===== config.mk =====
export PLATFORM = sky130hd
export DESIGN_NAME = isc_square
export DESIGN_NICKNAME = d
export VERILOG_FILES = /design/src/rtl/isc_square.sv
export SDC_FILE = /design/constraint.sdc
export NUM_CORES = 1
export LEC_CHECK = 0
export ABC_AREA = 1
export CORE_MARGIN = 2
export CORE_UTILIZATION = 54
export CTS_CLUSTER_DIAMETER = 30
export DETAILED_ROUTE_END_ITERATION = 8
export PLACE_DENSITY = 0.75
export SETUP_SLACK_MARGIN = 0.5
export SYNTH_ARGS = -nofsm -noshare
export SYNTH_HDL_FRONTEND = slang
export SYNTH_SLANG_ARGS = --single-unit

===== constraint.sdc =====
create_clock -name clk -period 1.27 [get_ports clk]
set_input_delay 0.254 -clock clk [delete_from_list [all_inputs] [get_ports clk]]
set_output_delay 0.254 -clock clk [all_outputs]
set_load 0.01 [all_outputs]

===== src/rtl/isc_square.sv =====
// isc_square: in-stream unary (stochastic) squarer.
//
// The live input bit is multiplied with a regenerated copy of the input taken
// from a short history shift register at an LFSR-selected tap. The history copy
// is a past, roughly independent sample of the same stream, so P(out=1)=x^2.
//
// Optional build macro:
//   ISC_SQUARE_BIPOLAR_EN - bipolar encoding (value = 2P-1); the product term
//                           becomes XNOR instead of AND.
//
// Parameters:
//   DEPTH  - history length, power of 2 in 2..16
//   LFSR_W - Fibonacci LFSR width, must be >= log2(DEPTH)
//   SEED   - LFSR reset value, must be nonzero
//
// Ports:
//   clk   - clock, rising edge
//   rst   - asynchronous active-high reset, clears all state
//   en    - input bit valid; all state advances only when en=1
//   in    - input stochastic bit
//   out   - squared stochastic bit, registered
//   ready - history full; out is meaningful only when ready=1
module isc_square #(
  parameter int unsigned        DEPTH  = 4,
  parameter int unsigned        LFSR_W = 8,
  parameter logic [LFSR_W-1:0]  SEED   = LFSR_W'(8'h5A)
) (
  input  logic clk,
  input  logic rst,
  input  logic en,
  input  logic in,
  output logic out,
  output logic ready
);

  localparam int unsigned IdxW = $clog2(DEPTH);
  localparam int unsigned CntW = IdxW + 1;

  // Maximal-length Fibonacci feedback taps; bit (t-1) set for polynomial term x^t.
  function automatic logic [LFSR_W-1:0] tap_mask(input int unsigned w);
    logic [31:0] m;
    case (w)
      3:       m = 32'h0006;  // x^3+x^2+1
      4:       m = 32'h000C;  // x^4+x^3+1
      5:       m = 32'h0014;  // x^5+x^3+1
      6:       m = 32'h0030;  // x^6+x^5+1
      7:       m = 32'h0060;  // x^7+x^6+1
      9:       m = 32'h0110;  // x^9+x^5+1
      10:      m = 32'h0240;  // x^10+x^7+1
      11:      m = 32'h0500;  // x^11+x^9+1
      12:      m = 32'h0829;  // x^12+x^6+x^4+x+1
      13:      m = 32'h100D;  // x^13+x^4+x^3+x+1
      14:      m = 32'h2015;  // x^14+x^5+x^3+x+1
      15:      m = 32'h6000;  // x^15+x^14+1
      16:      m = 32'hD008;  // x^16+x^15+x^13+x^4+1
      default: m = 32'h00B8;  // x^8+x^6+x^5+x^4+1
    endcase
    return m[LFSR_W-1:0];
  endfunction

  localparam logic [LFSR_W-1:0] TapMask = tap_mask(LFSR_W);

  logic [DEPTH-1:0]  sr_q, sr_d;
  logic [LFSR_W-1:0] lfsr_q, lfsr_d;
  logic [CntW-1:0]   cnt_q, cnt_d;
  logic              out_q, out_d;

  logic [IdxW-1:0]   idx;
  logic              hist_bit;
  logic              prod;

  // Combinational from the counter; no path from in.
  assign ready = (cnt_q == CntW'(DEPTH));
  assign out   = out_q;

  always_comb begin
    sr_d     = sr_q;
    lfsr_d   = lfsr_q;
    cnt_d    = cnt_q;
    out_d    = 1'b0;

    // Tap chosen from the pre-update LFSR, read from the pre-shift history.
    idx      = lfsr_q[IdxW-1:0];
    hist_bit = sr_q[idx];

`ifdef ISC_SQUARE_BIPOLAR_EN
    prod     = ~(in ^ hist_bit);
`else
    prod     = in & hist_bit;
`endif

    if (en) begin
      sr_d   = {sr_q[DEPTH-2:0], in};
      lfsr_d = {lfsr_q[LFSR_W-2:0], ^(lfsr_q & TapMask)};
      // Saturate at DEPTH; history keeps sliding once full.
      cnt_d  = ready ? cnt_q : cnt_q + CntW'(1);
      // Gate on the current ready so no partial-history product escapes.
      out_d  = ready & prod;
    end
  end

  always_ff @(posedge clk or posedge rst) begin
    if (rst) begin
      sr_q   <= '0;
      lfsr_q <= SEED;
      cnt_q  <= '0;
      out_q  <= 1'b0;
    end else begin
      sr_q   <= sr_d;
      lfsr_q <= lfsr_d;
      cnt_q  <= cnt_d;
      out_q  <= out_d;
    end
  end

endmodule

; ---- Yosys cells after proc, flatten, opt, wreduce, memory -nomap -nowiden
; Cells that the tools add are included.
; Widths: inputs -> output; s select.
[word_totals]
register_bits = 16
latch_bits = 0
ramBits = 0
rom_bits = 0
input_bits = 4
output_inout_bits = 2
word_cells = 15
memories = 0
[op_classes]
n_addsub = 1
mul = 0
n_div = 0
order_cmp = 1
n_eq_ne = 1
shift = 0
mux = 3
bitwise_logic = 3
reduce_logical = 2
[op_table]
columns = cell, n
row1 = $reduce_xor 8->1, 1
row2 = $add 3x1->3 const B, 1
row3 = $eq 3x3->1 const B, 1
row4 = $lt 2x3->1 const B, 1
row5 = $and 1x1->1, 2
row6 = $bmux 1 s2, 1
row7 = $mux 1, 2
row8 = $reduce_and 2->1, 1
row9 = $not 1->1, 1

; ---- Depth between registers and ports, before layout
[depth]
ltp_word = 5
depth_mapped = 6
depth_no_buf = 6

; ---- Worst setup path before layout
; OpenSTA, ideal clock, no wires.
[synth_timing]
path_type = register -> output
startpoint = register cnt_q[0]
endpoint = output ready
arrival_time_ns = 0.762
t_required_ns = 1.016
slack_ns = 0.254
stages_incl_launch_ff = 5
path_buffers = 0
path_cell_list = dfrtp_1 inv_1 ha_1 nand2_1 inv_1
[synth_between]
elab_chain_len = 1
[synth_lines]
columns = element, line_no
row1 = "start, declared", 65  ; logic [CntW-1:0] cnt_q, cnt_d;
row2 = "start signal, assigned", 111  ; cnt_q <= cnt_d;
row3 = $eq 3x3->1, 73  ; assign ready = (cnt_q == CntW'(DEPTH));
row4 = "end, declared", 33  ; output logic ready
; No other way between the ends.

; ---- Final worst setup path
; Ends and elaborated chain as after synthesis.

==> impl_metrics.yaml <==
outcome:
  outcome: "finished, violations left"
  violations: "negative setup slack"
clock_tree:
  clock_tree.root_cell: "clkbuf_4"
  numCtsBuffers: 3
  cts_max_path_buffers: 2
  clk-insertion-delay-late_ps: 290
  cts_tree: "yes"
  path_clk_slew_ps: 90
  cts-htree-levels: 1
  cts_sinks: 16
floorplan:
  die_w_um: 42.0
  floorplan.initialDensity_pct: 59.1
  dieArea_um2: 1760
  rows: 13
  dieHeight_um: 42.0
  io_pins: 6
  core-area_um2: 1320
logic_synthesis:
  avgSynthCellArea_um2: 9.38
  synth_cell_types: 19
  synth_flop_cell: "dfrtp_1"
  synthTopCellsByArea: "dfrtp_1 (39%), dfstp_2 (14%), nand2_1 (8.2%)"
  async_flop_share_pct: 100
  ys_seq_elements: 16
  netlist_instances: 83
  synth.yosys.seq_area_share_pct: 52.1
  yosys-top-cells-count: "nand2_1 (17), dfrtp_1 (12), inv_1 (12), o21ai_1 (6), nor2_2 (5)"
  yosysTopAreaCell: "dfrtp_1"
  synth-edff-count: 0
  synthMostInstantiatedCell: "nand2_1"
  ys_warn_count: 0
  synth_top_area_share_pct: 38.6
  syn_area_um2: 778
  synth.net_count: 89
drt:
  totalWireLength_um: 1710
  drcViolationCount: 0
  route.met3.wl_um: 31
  firstDrtPassIters: 4
  wl_met1_um: 689
  via_per_inst: 5.02
  wl_per_cell_um: 14.3
  drt_iter0_drc: 7
  via_count: 597
  antenna_left: 0
  route.met2.wl_um: 935
  highest_layer: "met4"
worst_setup_path:
  reg2reg_to: "out$_DFF_PP0_"
  critPathMaxFanout: 2
  cp.required_ps: 1020
  r2r_start: "cnt_q[0]$_DFFE_PP0P_"
  cp-end-kind: "primary output"
  critPathKind: "reg -> out"
  crit_arrival_ps: 1120
  r2r_slack_ps: -80
  rr_worst_depth: 9
  cp-start-kind: "flip-flop"
timing:
  fmax_ghz: 0.728
  worstMarginPinSlew_ps: 199
  grt_setup_unrepaired: "true"
  final.period_utilization_pct: 108
  tns_ps: -265
  hold_viol_final: 0
  worst_slack_ps: -103
  fin_crit_ps: 1370
  setup_viol: 5
  finClkSkew_ps: 5.52
  maxSlewHeadroom_pct: 86.6
  final_max_slew_viol_count: 0
placement:
  port-buffer-count: 5
  pre_cts_ws_ps: -192
  hpwlAfterDp_um: 1010
  placed_area_um2: 908
  gp_congestion: 0.707
  dp_cells: 109
final_layout:
  diodes: 0
  area_delta_synth_final_pct: 36.8
  regArea_um2: 405
  fin_cells: 119
  multi_input_area_um2: 373
  n_fill_cell: 85
  final_cell_area_um2: 1060
  drive_gt1_share_pct: 51.9
  nets: 111
global_routing:
  grt_pass1_wl_um: 2590
  grt_pass1_vias: 602
  grt_max_degree: 17
  grt_usage_pct: 20.3
  grt-ovfl-total: 0
  antenna_found_initial: 0
min_path:
  hp-class: "in -> async"
power_and_ir_drop:
  irDropWorstVdd_uv: 1100
  p_per_area_nw_per_um2: 1820
  power.leakage_uw: 0.000510
  p_total_uw: 1940
job:
  cap_violations: 0
## critical path: stages (launching register included)
cell and delay [ps]:
dfrtp_1 400, inv_2 80, ha_4 140, nand2_4 50, inv_2 60, buf_6 100
## layer usage
| layer | GRT usage [%] | vias up |
|---|---|---|
| met1 | 25.0 | 286 |
| met3 | 3.91 | 6 |
| met2 | 33.8 | 8 |
| li1 | - | 297 |
| met4 | 9.68 | 0 |
| met5 | 0 | - |
## final cells by class
| type | instances | area share (%) |
|---|---|---|
| flip-flops and latches | 16 | 38.1 |
| multi-input cells | 51 | 35.0 |
| repair buffers | 20 | 18.1 |
| inverters | 13 | 4.58 |
| clock buffers | 4 | 2.47 |
| well taps | 15 | 1.76 |
## sequential cells by signal, summed over array words and instances (netlist names)
name / count
cnt_q: 3
lfsr_q: 8
out: 1
sr_q: 4
## kinds of logic (layout without fill, tap and decap cells)
kind of cell	Yosys count	after routing	share of synthesized area, %
compound gates	14	14	10.9
simple gates	31	31	17.8
fa+ha+maj	2	2	3.21
mux	1	1	1.93
xor+xnor	3	3	3.38
buf+inv	16	37	10.6
flops	16	16	52.1
## worst max-delay path by stage
| stage | startpoint | end | slack [ps] | depth (start not counted) |
|---|---|---|---|---|
| floorplan | cnt_q[1]$_DFFE_PP0P_ | ready | 320 | 4 |
| global placement | cnt_q[1]$_DFFE_PP0P_ | ready | -160 | 5 |
| detailed placement | cnt_q[1]$_DFFE_PP0P_ | ready | -190 | 5 |
| CTS | cnt_q[1]$_DFFE_PP0P_ | ready | -70 | 5 |
| global route | cnt_q[0]$_DFFE_PP0P_ | ready | -150 | 5 |
| finish | cnt_q[0]$_DFFE_PP0P_ | ready | -100 | 5 |
## layout by cell type (no fill, tap or decap), types with 2 or more instances in the layout
cell	netlist	final
buf_4	0	9
dfstp_2	4	4
dfrtp_1	12	12
a21oi_1	3	2
a21oi_2	4	5
inv_2	1	5
xnor2_1	2	2
nand2_2	2	4
nand2_1	17	13
o21ai_2	0	2
inv_1	12	8
nor2_4	0	3
clkbuf_4	0	3
nor2_2	5	6
buf_6	3	5
clkdlybuf4s50_1	0	2
o21ai_1	6	4
## power by group
part / total, uW / switching [uW] / leakage [uW] / internal, uW
logic: 871 / 408 / 0.000310 / 462
clock network: 281 / 159 / 0.0000150 / 122
registers: 790 / 128 / 0.000185 / 663
## per-stage QoR
step / hold slack [ps] / utilization, %
6_report: 279 / 80.8
5_1_grt: 324 / 80.8
4_1_cts: 287 / 74.5
3_5_place_dp: 476 / 68.9
3_3_place_gp: 471 / 68.9
2_1_floorplan: 165 / -
## repair_timing
action / CTS / global route
hold buffers: 0 / 0
setup endpoints to repair: 18 / 15
buffers inserted: 4 / 2
gates cloned: 0 / 0
gates resized for setup: 17 / 14
pin swaps: 4 / 4
Power figures use the tool's default switching activity.
